[src/rtl/alu_frame_engine.sv]
// Framed command engine: pulls a checksummed SOF/OPC/A/B/CKS frame from the RX FIFO,
// drives the ALU, and streams result bytes plus a status byte into the TX FIFO.
module alu_frame_engine #(
    parameter int unsigned NB_DATA        = 16,
    parameter int unsigned NB_OPCODE      = 6,
    parameter logic [7:0]  SOF            = 8'hA5,
    parameter int unsigned TIMEOUT_CYCLES = 1_000_000,
    parameter int unsigned NB_TIMEOUT     = 20
) (
    input  logic                 i_clk,
    input  logic                 i_reset,
    input  logic                 i_fifo_rx_empty,
    input  logic [7:0]           i_data_to_read,
    output logic                 o_fifo_rx_read,
    input  logic                 i_fifo_tx_full,
    output logic                 o_fifo_tx_write,
    output logic [7:0]           o_data_to_write,
    output logic [NB_OPCODE-1:0] o_alu_opcode,
    output logic [NB_DATA-1:0]   o_alu_op_A,
    output logic [NB_DATA-1:0]   o_alu_op_B,
    input  logic [NB_DATA-1:0]   i_alu_result,
    input  logic                 i_alu_zero,
    input  logic                 i_alu_overflow,
    output logic                 o_busy,
    output logic                 o_frame_err
);

    localparam int unsigned NB_BYTES = NB_DATA / 8;
    localparam int unsigned NB_IDX   = (NB_BYTES > 1) ? $clog2(NB_BYTES) : 1;

    typedef enum logic [3:0] {
        ST_IDLE, ST_OPC, ST_OPA, ST_OPB, ST_CHECK,
        ST_EXEC, ST_SEND_RES, ST_SEND_STAT, ST_ERR
    } state_e;

    state_e                 state_q, state_d;
    logic [NB_IDX-1:0]      idx_q, idx_d;
    logic [NB_TIMEOUT-1:0]  tmo_q, tmo_d;
    logic [NB_OPCODE-1:0]   sh_opc_q, sh_opc_d;
    logic [NB_DATA-1:0]     sh_a_q, sh_a_d;
    logic [NB_DATA-1:0]     sh_b_q, sh_b_d;
    logic [7:0]             cks_q, cks_d;
    logic [NB_OPCODE-1:0]   opc_q, opc_d;
    logic [NB_DATA-1:0]     op_a_q, op_a_d;
    logic [NB_DATA-1:0]     op_b_q, op_b_d;
    logic [NB_DATA-1:0]     res_q, res_d;
    logic [7:0]             stat_q, stat_d;
    logic                   err_q, err_d;

    logic                   recv, timed, send, rd, wr, last_idx;
    logic [7:0]             tx_byte;

    always_ff @(posedge i_clk or posedge i_reset) begin
        if (i_reset) begin
            state_q  <= ST_IDLE;
            idx_q    <= '0;
            tmo_q    <= '0;
            sh_opc_q <= '0;
            sh_a_q   <= '0;
            sh_b_q   <= '0;
            cks_q    <= '0;
            opc_q    <= '0;
            op_a_q   <= '0;
            op_b_q   <= '0;
            res_q    <= '0;
            stat_q   <= '0;
            err_q    <= 1'b0;
        end else begin
            state_q  <= state_d;
            idx_q    <= idx_d;
            tmo_q    <= tmo_d;
            sh_opc_q <= sh_opc_d;
            sh_a_q   <= sh_a_d;
            sh_b_q   <= sh_b_d;
            cks_q    <= cks_d;
            opc_q    <= opc_d;
            op_a_q   <= op_a_d;
            op_b_q   <= op_b_d;
            res_q    <= res_d;
            stat_q   <= stat_d;
            err_q    <= err_d;
        end
    end

    always_comb begin
        state_d  = state_q;
        idx_d    = idx_q;
        sh_opc_d = sh_opc_q;
        sh_a_d   = sh_a_q;
        sh_b_d   = sh_b_q;
        cks_d    = cks_q;
        opc_d    = opc_q;
        op_a_d   = op_a_q;
        op_b_d   = op_b_q;
        res_d    = res_q;
        stat_d   = stat_q;
        err_d    = 1'b0;
        tx_byte  = 8'h00;

        recv     = (state_q == ST_IDLE) || (state_q == ST_OPC) || (state_q == ST_OPA) ||
                   (state_q == ST_OPB)  || (state_q == ST_CHECK);
        timed    = recv && (state_q != ST_IDLE);
        send     = (state_q == ST_SEND_RES) || (state_q == ST_SEND_STAT) || (state_q == ST_ERR);
        rd       = recv && !i_fifo_rx_empty && !i_reset;
        wr       = send && !i_fifo_tx_full;
        last_idx = (idx_q == NB_IDX'(NB_BYTES - 1));
        tmo_d    = (timed && !rd) ? tmo_q + NB_TIMEOUT'(1) : '0;

        case (state_q)
            ST_IDLE: begin
                if (rd && (i_data_to_read == SOF)) state_d = ST_OPC;
            end
            ST_OPC: begin
                if (rd) begin
                    sh_opc_d = i_data_to_read[NB_OPCODE-1:0];
                    cks_d    = i_data_to_read;
                    idx_d    = '0;
                    state_d  = ST_OPA;
                end
            end
            // Little-endian: each new byte enters at the top and shifts down.
            ST_OPA: begin
                if (rd) begin
                    sh_a_d = (sh_a_q >> 8) | (NB_DATA'(i_data_to_read) << (NB_DATA - 8));
                    cks_d  = cks_q ^ i_data_to_read;
                    idx_d  = last_idx ? '0 : idx_q + NB_IDX'(1);
                    if (last_idx) state_d = ST_OPB;
                end
            end
            ST_OPB: begin
                if (rd) begin
                    sh_b_d = (sh_b_q >> 8) | (NB_DATA'(i_data_to_read) << (NB_DATA - 8));
                    cks_d  = cks_q ^ i_data_to_read;
                    idx_d  = last_idx ? '0 : idx_q + NB_IDX'(1);
                    if (last_idx) state_d = ST_CHECK;
                end
            end
            ST_CHECK: begin
                if (rd) begin
                    if (i_data_to_read == cks_q) begin
                        opc_d   = sh_opc_q;
                        op_a_d  = sh_a_q;
                        op_b_d  = sh_b_q;
                        state_d = ST_EXEC;
                    end else begin
                        err_d   = 1'b1;
                        state_d = ST_ERR;
                    end
                end
            end
            ST_EXEC: begin
                res_d   = i_alu_result;
                stat_d  = {6'b0, i_alu_overflow, i_alu_zero};
                idx_d   = '0;
                state_d = ST_SEND_RES;
            end
            ST_SEND_RES: begin
                tx_byte = res_q[7:0];
                if (wr) begin
                    res_d = res_q >> 8;
                    idx_d = last_idx ? '0 : idx_q + NB_IDX'(1);
                    if (last_idx) state_d = ST_SEND_STAT;
                end
            end
            ST_SEND_STAT: begin
                tx_byte = stat_q;
                if (wr) state_d = ST_IDLE;
            end
            ST_ERR: begin
                tx_byte = 8'h80;
                if (wr) state_d = ST_IDLE;
            end
            default: state_d = ST_IDLE;
        endcase

        // Inter-byte timeout drops the partial frame silently apart from the error pulse.
        if (timed && !rd && (tmo_q == NB_TIMEOUT'(TIMEOUT_CYCLES - 1))) begin
            state_d = ST_IDLE;
            err_d   = 1'b1;
            tmo_d   = '0;
        end
    end

    assign o_fifo_rx_read  = rd;
    assign o_fifo_tx_write = wr;
    assign o_data_to_write = tx_byte;
    assign o_alu_opcode    = opc_q;
    assign o_alu_op_A      = op_a_q;
    assign o_alu_op_B      = op_b_q;
    assign o_busy          = (state_q != ST_IDLE);
    assign o_frame_err     = err_q;

endmodule
[config.mk]
export PLATFORM = sky130hd
export DESIGN_NAME = alu_frame_engine
export DESIGN_NICKNAME = d
export VERILOG_FILES = /design/src/rtl/alu_frame_engine.sv
export SDC_FILE = /design/constraint.sdc
export NUM_CORES = 1
export LEC_CHECK = 0
export BUFFER_PORTS_ARGS = -buffer_cell sky130_fd_sc_hd__clkbuf_2
export CAP_MARGIN = 15
export CORE_UTILIZATION = 50
export CTS_CLUSTER_SIZE = 14
export DETAILED_ROUTE_END_ITERATION = 10
export HOLD_SLACK_MARGIN = 0.06
export PLACE_DENSITY = 0.82
export SYNTH_ARGS = -nofsm -noshare
export SYNTH_HDL_FRONTEND = slang
export SYNTH_SLANG_ARGS = --single-unit
[constraint.sdc]
create_clock -name i_clk -period 4.5 [get_ports i_clk]
set_input_delay 0.675 -clock i_clk [delete_from_list [all_inputs] [get_ports i_clk]]
set_output_delay 0.675 -clock i_clk [all_outputs]
set_load 0.02 [all_outputs]
---- After elaboration in Yosys (flattened, before gate mapping) ----
Index checks and enable logic that the tools add are counted.
storage, ports and cells
  register bits after elaboration ......... 128
  latch bits .............................. 0
  RAM bits ................................ 0
  bits in read-only memories .............. 0
  output and inout port bits .............. 50
  logic and storage cells ................. 104
  memories ................................ 0
cells by class
  add/subtract/negate cells ............... 2
  multiply operators ...................... 0
  div/mod/pow operators ................... 0
  order comparisons ....................... 0
  eq/ne operators ......................... 24
  shifts and indexed selects .............. 0
  mux-type cells .......................... 30
  bitwise gates (word level) .............. 3
  reductions and logical operators ........ 32
operator list
  cell                                                    number
  2-to-1 mux 4 bit                                        12
  2-to-1 mux 20 bit                                       2
  bitwise OR 8 x 16 -> 16 bit                             2
  one-hot mux 16 bit (2 select lines)                     1
  one-hot mux 4 bit (8 select lines)                      1
  inequality test 3 x 2 -> 1 bit (second input constant)  8
  one-hot mux 8 bit (3 select lines)                      1
  adder 20 x 1 -> 20 bit (second input constant)          1
  equality test 20 bit (second input constant)            1
  equality test 4 x 3 -> 1 bit (second input constant)    4
  2-to-1 mux 16 bit                                       1
  2-to-1 mux 8 bit                                        2
  one-hot mux 8 bit (2 select lines)                      1
  AND reduction 10 bit                                    1
  equality test 4 x 2 -> 1 bit (second input constant)    2
  equality test 8 bit                                     1
  equality test 8 bit (second input constant)             1
  2-to-1 mux 1 bit                                        8
  AND reduction 2 bit                                     4
  nonzero test 4 bit                                      2
  XOR 8 bit                                               1
  logical AND 1 bit                                       7
  logical OR 1 bit                                        6
  inequality test 3 x 1 -> 1 bit (second input constant)  2
  other kinds (12)                                        19

---- Longest topological paths before layout ----
Gate-level depths: netlist (run 1).
  word-level depth ........................ 12
  gate-level depth with buffers ........... 8

---- Worst setup path before layout (run 1) ----
No wires, ideal clock.
  path type ............................... flip-flop to output port
  from .................................... reg state_q[3]
  to ...................................... out o_data_to_write[2]
  arrival ................................. 1412 ps
  required time ........................... 3825 ps
  setup slack ............................. 2413 ps
  cell stages (with the launch flop) ...... 7
  path buffers ............................ 3
  path through ............................ dfrtp_1 buf_2 nor2_1 and3_1 buf_4 buf_4 and2_1
on the way
  cells in the longest elaborated chain, start to end .. 2
  elaborated cells on any way between the ends .. 4
RTL lines
  what                                                                 RTL line  source
  from (decl)                                                          36        state_e state_q, state_d;
  from (signal assigned)                                               69        state_q <= state_d;
  equality test 4 bit or equality test 4 x 3 -> 1 bit (tied branches)  109       case (state_q)
  one-hot mux 8 bit (3 select lines) *                                 109
  to (decl)                                                            17        output logic [7:0] o_data_to_write,
Every way passes the cells marked *; elsewhere a longest branch is shown, timed or not.

---- Final worst setup path (run 1) ----
  from .................................... reg state_q[0]
  to ...................................... out o_data_to_write[6]
The elaborated chain is that of the path after synthesis.

==> impl.org, run 1 <==
** Status
- Status :: completed

** Setup path
- Crit path largest cell delay :: 0.64 ns
- Data on the critical path arrives at its endpoint at between 2 and 2.5 ns.
- Setup crit start kind :: flip-flop
- Cell-by-cell trace of the critical path :: nor2_1 > and3_1 > and2_1 > clkbuf_2
- At the worst endpoint, the required time is 3.83 ns.
- R2r worst-path depth :: 4
- Cell with the largest stage delay on the worst path :: sky130_fd_sc_hd__and3_1
- The setup path with the least slack is of type reg -> out.
- The endpoint identified for the worst register-to-register timing path is res_q[0]$_DFFE_PP0P_.
- In this run the worst path has a maximum fanout of 21.
- Sort of element at the end of the critical path :: primary output
- Setup slack of the worst register-to-register path :: 1.95 ns
- In this run the critical register-to-register path is launched from state_q[0]$_DFFE_PP0P_.

** Clocking
- CTS saw 128 sinks.
- CTS Hold Buffers Added :: 0
- After clock tree synthesis, the clock-pin slew on the worst setup and hold paths is 0.06 ns.
- Once the clock tree was built, the resizer swapped 0 gates to a different size.
- The clock tree synthesis step divided the H-tree into 4 levels.
- In this run the clock root is driven by a sky130_fd_sc_hd__clkbuf_16.
- Once the clock tree was built, the setup fixing pass inserted 0 buffers.
- No sink is reached through more buffers than the 2 on the longest clock path.
- Clock buffer count from CTS :: 17
- Clock latency on the worst-skew pair, taken at its later pin, is 0.41 ns.
- TritonCTS built the clock tree.

** Drt
- Routed vias/inst :: 5.43
- First-pass iteration count of the detailed router :: 4
- After detailed routing, the number of remaining DRC violations is 0.
- The count of nets left with antenna violations once routing finished came out at 0.
- Routed length per instance :: 16.6 um
- The routed layout has 3710 vias.
- Summed over all layers, the routed wires come to 11300 um.
- Initial detailed-routing violation count :: 171

** Floorplanning
- The die is 109 um tall.
- Width of the die :: approximately 110 um
- Once the floorplan was initialized, standard cells occupied 52.3% of the core.
- The initialized floorplan defines 38 standard-cell rows.
- I/O Pins :: 80
- Die Area :: 0.0120 mm2
- Floorplan Core Area :: 0.0110 mm2

** Timing
- Slew @ Worst Pin :: 0.875 ns
- Post-route clock period utilization :: between 60 and 70%
- Adding up every negative setup slack in the final design gives 0 ns.
- Derived from the worst setup path, the maximum achievable clock frequency is 0.330 GHz.
- Counting I/O delays and the setup requirement, the final critical path takes a little over 3 ns.
- The clock arrives with between 0.01 and 0.015 ns of skew.
- Final hold analysis gives a worst-case slack of 0.322 ns.
- Setup violations remaining at the end of the flow were counted as 0.
- Total count of hold-check failures in the final report :: 0
- Worst slew margin relative to its limit :: 41.7%
- The max-slew violation total from the final report was 0.
- Setup repair after global routing left no endpoint under its margin.

** Synth
- A synthesized cell averages 12.8 um2.
- Fraction of synthesized cell area taken by the top area cell type :: 55.5%
- In this run the cell area of the synthesized design comes to 0.00577 mm2.
- Cell count after synthesis :: between 400 and 500
- Counting flops with a built-in enable in the synthesized netlist gives 0.
- Dominant cell type by area after synthesis :: sky130_fd_sc_hd__dfrtp_1
- Yosys attributes the largest share of cell area to sky130_fd_sc_hd__dfrtp_1, sky130_fd_sc_hd__mux2_2, sky130_fd_sc_hd__mux2_4, sky130_fd_sc_hd__xnor2_1, sky130_fd_sc_hd__nand2_1.
- Sequential share of the synthesized area :: 55.5%
- The number of nets in the synthesized netlist is between 400 and 500.
- The synthesized netlist contains between 50 and 60 unique library cells.
- Yosys warns :: 0
- The synthesized design contains 128 register bits.
- Async set or reset register ratio after synthesis :: 100%
- Primary FF master, synth :: sky130_fd_sc_hd__dfrtp_1

** Flow run
- MaxCap Viol Count :: 0

** Placement
- Port buffering added 79 buffers.
- The congestion estimate from routability-driven global placement came to 0.812.
- DP Wirelength :: 7500 um

** Global route
- Via count of the first global-routing pass :: about 3800
- Number of antenna violations at the first check in global routing :: 0
- Aggregate global routing overflow :: 0
- Maximum number of pins on one net before global-route repair :: 96
- Global routing consumed, over all layers together, 20.6% of the routing resources.
- The first global-routing pass estimated 18700 um of wire.

** Final layout
- Commonest non-fill, non-tap cell in the layout :: sky130_fd_sc_hd__dfrtp_1
- Relative to the synthesized area, the layout overhead comes to 18.5%.
- Fraction of final layout cells sized beyond drive strength 1 :: 39.8%
- The number of antenna diodes in the final layout is 0.
- Commonest non-fill, non-tap cells in the layout :: sky130_fd_sc_hd__dfrtp_1, sky130_fd_sc_hd__clkbuf_2, sky130_fd_sc_hd__mux2_2, sky130_fd_sc_hd__nand2_1, sky130_fd_sc_hd__nor2_1
- Nets :: 561

** Worst hold path
- Worst min-delay path class :: in -> async

** Pwr
- Leakage power :: 3.25 nW
- Across the VDD grid, the largest voltage drop is roughly 0.00038 V.
- Power per cell area :: 577 mW/mm2
[synthesized netlist by cell type (2+ instances only)]
| cell type | number |
|---|---|
| sky130_fd_sc_hd__dfrtp_1 | 128 |
| sky130_fd_sc_hd__mux2_2 | 58 |
| sky130_fd_sc_hd__nand2_1 | 36 |
| sky130_fd_sc_hd__nor2_1 | 28 |
| sky130_fd_sc_hd__xnor2_1 | 21 |
| sky130_fd_sc_hd__mux2_4 | 20 |
| sky130_fd_sc_hd__o21ai_0 | 13 |
| sky130_fd_sc_hd__xor2_1 | 13 |
| sky130_fd_sc_hd__nor2_2 | 11 |
| sky130_fd_sc_hd__mux2i_1 | 10 |
| sky130_fd_sc_hd__a22o_1 | 8 |
| sky130_fd_sc_hd__nor3_1 | 8 |
| sky130_fd_sc_hd__a21oi_1 | 7 |
| sky130_fd_sc_hd__buf_2 | 7 |
| sky130_fd_sc_hd__nand4_1 | 7 |
| sky130_fd_sc_hd__and2_1 | 6 |
| sky130_fd_sc_hd__nand3_1 | 6 |
| sky130_fd_sc_hd__and3_1 | 5 |
| sky130_fd_sc_hd__buf_4 | 5 |
| sky130_fd_sc_hd__inv_1 | 5 |
| sky130_fd_sc_hd__and4_1 | 3 |
| sky130_fd_sc_hd__buf_12 | 3 |
| sky130_fd_sc_hd__buf_6 | 3 |
| sky130_fd_sc_hd__nand2b_1 | 3 |
| sky130_fd_sc_hd__nand3_2 | 3 |
| sky130_fd_sc_hd__buf_1 | 2 |
| sky130_fd_sc_hd__nand4b_1 | 2 |
| sky130_fd_sc_hd__nor2b_1 | 2 |
| sky130_fd_sc_hd__nor4bb_1 | 2 |
| sky130_fd_sc_hd__o31ai_1 | 2 |
[critical path, delay by kind of cell (launching register included)]
kind | cells | cell delay (ns)
buffers and inverters | 1 | 0.17
DFF | 1 | 0.59
and+or+nand+nor | 3 | 1.19
[per-stage QoR]
step                util, %  power [mW]  worst slack, ns  instances  cell area, um2
finish                 62.0        3.95             1.47        683            6840
global route           62.0        4.16             1.29        683            6840
CTS                    61.7        3.97             1.46        682            6810
detailed placement     56.0        2.49             1.89        650            6180
global placement       56.0        2.44             1.96        650            6180
floorplan                 -        2.32            0.412        450            5770
[where the power goes]
group          switching (mW)  internal (mW)  total (mW)
sequential              0.237           1.44        1.68
clock                   0.522          0.937        1.46
combinational           0.412          0.399       0.811
total                    1.17           2.77        3.95
[registers in the layout, summed over array words and instances (netlist names)]
signal        flops
o_alu_op_A       16
tmo_q            20
res_q            16
state_q           4
stat_q            2
o_alu_op_B       16
idx_q             1
o_frame_err       1
o_alu_opcode      6
cks_q             8
sh_a_q           16
sh_opc_q          6
sh_b_q           16
[cell type report]
class,instances,area (um2)
inverters,5,21.3
multi-input cells,297,2380
clock buffers,18,429
flip-flops and latches,128,3200
repair buffers,81,430
well taps,140,175
fillers,841,4190
clock inverters,14,203
[per-layer routing]
layer	part of all wire (%)	wire (um)	track usage (%)
met1	44	5000	26.2
met2	51	5760	34.3
met3	4.0	450	5.10
met4	1.2	133	7.33
met5	0	0	0
[logic make-up (layout without fill, tap and decap cells)]
family	Yosys count	in the layout	synth area share (%)
simple gates	134	134	12.8
fa+ha+maj	1	1	0.217
compound gates	40	40	4.70
flops	128	128	55.5
buf+inv	25	118	3.34
mux	88	88	18.3
xor+xnor	34	34	5.16
[worst max path at each step]
stage | start | to | slack [ns]
3_5_place_dp | state_q[0]$_DFFE_PP0P_ | o_data_to_write[5] | 1.89
3_3_place_gp | state_q[0]$_DFFE_PP0P_ | o_data_to_write[2] | 1.96
2_1_floorplan | i_reset | cks_q[0]$_DFFE_PP0P_ | 0.41
6_report | state_q[0]$_DFFE_PP0P_ | o_data_to_write[6] | 1.47
4_1_cts | state_q[0]$_DFFE_PP0P_ | o_data_to_write[5] | 1.46
5_1_grt | state_q[0]$_DFFE_PP0P_ | o_data_to_write[5] | 1.29
Note: power is estimated with default switching activity, not from simulation.
==> run 2: changes to the inputs <==
Clock period 4.5 ns to 2.8 ns, I/O delays scaled along.
==> impl.org, run 2 (synthesis results as in run 1) <==
** Final layout
- Final Core Density :: 62.4% (was 62.0%)
- The number of nets at the end of the flow was 565 (was 561).
- Commonest non-fill, non-tap cells in the layout: sky130_fd_sc_hd__dfrtp_1, sky130_fd_sc_hd__clkbuf_2, sky130_fd_sc_hd__mux2_2, sky130_fd_sc_hd__nand2_1, sky130_fd_sc_hd__nor2_1 (unchanged).
- The total inserted antenna cells came to 0 (unchanged).
- Flip-flop count of the largest register, all copies and words added :: 20 (unchanged)
- Area overhead of the layout relative to synthesis :: 19.2% (was 18.5%)
- Fraction of final layout cells sized beyond drive strength 1 :: 40.4% (was 39.8%)
- Register with the most flip-flops :: tmo_q (unchanged)
- The area of the multi-input gates was 0.00238 mm2 (unchanged).
- Finished Cell Area :: 0.00688 mm2 (was 0.00684 mm2)
- Count of placed standard cells in the final layout, fillers left out :: 687 (was 683)
- Number of inserted filler cells in the final layout :: 861 (was 841)
- The most common cell after layout, fill and taps aside is sky130_fd_sc_hd__dfrtp_1 (unchanged).
- Area taken by flip-flops and latches :: 0.00320 mm2 (unchanged)

** Timing
- Final Skew :: 0.00997 ns (was 0.0101 ns)
- The clock period could shrink to 2.60 ns.
- The final setup violation count came to 0 (unchanged).
- Least setup slack across all paths after layout :: 0.195 ns (was 1.47 ns)
- Final total negative setup slack :: 0 ns (unchanged)
- Total count of hold-check failures in the final report :: 0 (unchanged)
- RSZ-0062 raised after global routing :: no (unchanged)
- The post-route worst hold slack is 0.139 ns (was 0.322 ns).
- Timing would allow up to 0.384 GHz.
- The transition at the pin with the smallest max-transition slack is 0.919 ns (was 0.875 ns).
- Post-route clock period utilization :: ~93%
- The max-slew violation total from the final report was 0 (unchanged).
- The relative slew slack was 38.7% (was 41.7%).

** Setup path
- The critical path data required time came to 2.38 ns (was 3.83 ns).
- Number of buffers and inverters on the critical path :: 1 (unchanged)
- The top cell family by delay on the critical path is simple AND/OR/NAND/NOR gates (unchanged).
- Setup slack of the worst register-to-register path :: 0.45 ns (was 1.95 ns)
- Cell-by-cell trace of the critical path: nor2_1 > and3_1 > and2_1 > clkbuf_2 (unchanged).
- Critical setup path kind :: reg -> out (unchanged)
- Startpoint of the worst-slack reg-to-reg timing path :: state_q[1]$_DFFE_PP0P_ (was state_q[0]$_DFFE_PP0P_)
- The critical-path cell with the highest stage delay is sky130_fd_sc_hd__and3_1 (unchanged).
- The largest fanout of any net on the critical path was 14 (was 21).
- Setup crit start kind :: flip-flop (unchanged)
- The length in cells of the worst reg-to-reg path came to 4 (unchanged).
- The kind of end point of the critical path is a primary output (unchanged).
- The capture point of the worst reg-to-reg path is o_alu_op_A[8]$_DFFE_PP0P_ (was res_q[0]$_DFFE_PP0P_).
- Startpoint of the worst setup timing path :: state_q[0]$_DFFE_PP0P_ (unchanged)
- Crit path largest cell delay :: 0.65 ns (was 0.64 ns)
- Worst endpoint data arrival time :: 2.18 ns (was 2.36 ns)

** Clocking
- The TritonCTS clock tree is done (unchanged).
- Clock insertion delay at the later pin of the skew report :: 0.41 ns (about the same)
- The post-cts repair resize count is 0 (unchanged).
- The clock transition at the register clock pins on the worst setup and hold paths after CTS came to 0.06 ns (about the same).
- The sink count of the clock tree was 128 (unchanged).
- The number of CTS-inserted buffers came to 17 (unchanged).
- H-tree depth :: 4 (unchanged)
- Maximum clock path buffer count :: 2 (unchanged)
- CTS Hold Buffers Added :: 0 (unchanged)
- Clock Root Buffer :: sky130_fd_sc_hd__clkbuf_16 (unchanged)
- Setup bufs post-CTS :: 0 (unchanged)

** Drt
- The average routed wire per standard cell is 17.1 um (was 16.6 um).
- The total detailed-routing wirelength was 11800 um (was 11300 um).
- The number of vias after detailed routing is 3813 (was 3710).
- The number of nets still failing antenna checks after routing came to 0 (unchanged).
- The first-pass detailed-route iteration total was 4 (unchanged).
- DRC viols :: 0 (unchanged)
- The initial detailed-routing violation count was 300 (was 171).
- The vias per cell came to 5.55 (was 5.43).

** Placement
- Post-Place Worst Slack :: 0.474 ns (was 1.89 ns)
- The number of port buffers is 79 (unchanged).
- Placed Area :: 0.00624 mm2 (was 0.00618 mm2)
- The number of cells after detailed placement was 655 (was 650).
- The estimated wirelength of the detail-placed design was 7850 um (was 7500 um).
- The last weighted congestion value of the routability-driven placer is 0.840 (was 0.812).

** Pwr
- The post-layout total power is 6.42 mW (was 3.95 mW).
- The switching share of power is 29.8% (was 29.7%).
- Sequential fraction of design power :: 41.2% (was 42.5%)
- Power per cell area :: 933 mW/mm2 (was 577 mW/mm2)
- Switching component of the power :: 1.91 mW (was 1.17 mW)
- Cell-internal power :: 4.50 mW (was 2.77 mW)
- Peak supply drop :: 0.000635 V (was 0.000380 V)
- Clock network power share :: 36.9% (was 37.0%)
- The share of total power in combinational logic came to 21.9% (was 20.6%).
- Leakage power :: 3.27 nW (was 3.25 nW)

** Floorplanning
- The starting density of the core came to 52.3% (unchanged).
- The number of placed I/O pins is 80 (unchanged).
- The chip height was 109 um (unchanged).
- Width of the die :: 109 um (unchanged)
- Number of standard-cell rows in the floorplan :: 38 (unchanged)
- The area enclosed by the die boundary was 0.0120 mm2 (unchanged).
- Floorplan Core Area :: 0.0110 mm2 (unchanged)

** Flow run
- The number of max-cap violations was 0 (unchanged).

** Global route
- The maximum number of pins on one net before global-route repair is 60 (was 96).
- Number of antenna violations at the first check in global routing :: 0 (unchanged)
- The aggregate global routing overflow is 0 (unchanged).
- The via count of the first global-routing pass came to 3893 (was 3786).
- Wire length of the first global-routing pass :: 19500 um (was 18700 um)
- The total routing usage reported by global routing came to 21.7% (was 20.6%).

** Status
- Status :: completed (unchanged)

** Worst hold path
- The class of the tightest hold or removal check was in -> async (unchanged).
## run 2: power by group through the flow
stage	clock (mW)	combinational, mW	sequential [mW]
floorplan	0	1.20	2.54
global placement	0	1.33	2.63
finish	2.37	1.40	2.64
detailed placement	0	1.40	2.67
global route	2.50	1.57	2.70
CTS	2.41	1.42	2.64
## run 2: final cells by class
cell class	instances	area share (%)
timing repair buffer	85	6.76
tap	140	2.54
clock buffer	18	6.38
inverter	5	0.327
clock inverter	14	2.93
sequential	128	46.5
multi-input combinational	297	34.5
## run 2: layer usage
layer | part of all wire [%] | wire length, um | GRT usage (%)
met1 | 43 | 5000 | 26.5
met2 | 52 | 6120 | 36.5
met3 | 4.4 | 518 | 7.23
met4 | 0.97 | 114 | 6.67
met5 | 0 | 0 | 0
## run 2: worst max path at each step
| stage | to | slack, ns | depth (start not counted) |
|---|---|---|---|
| floorplan | cks_q[0]$_DFFE_PP0P_ | 0.80 | 1 |
| finish | o_data_to_write[5] | 0.20 | 4 |
| detailed placement | o_alu_op_A[7]$_DFFE_PP0P_ | 0.47 | 4 |
| global route | o_data_to_write[6] | 0.05 | 4 |
| CTS | o_data_to_write[5] | 0.16 | 4 |
| global placement | o_alu_opcode[0]$_DFFE_PP0P_ | 0.58 | 6 |
## run 2: worst reg2reg max path: stages (launching register included)
cell	delay (ns)
sky130_fd_sc_hd__dfrtp_1	0.54
sky130_fd_sc_hd__nand2b_1	0.26
sky130_fd_sc_hd__nor3_1	0.31
sky130_fd_sc_hd__and3_4	0.67
sky130_fd_sc_hd__mux2_2	0.44
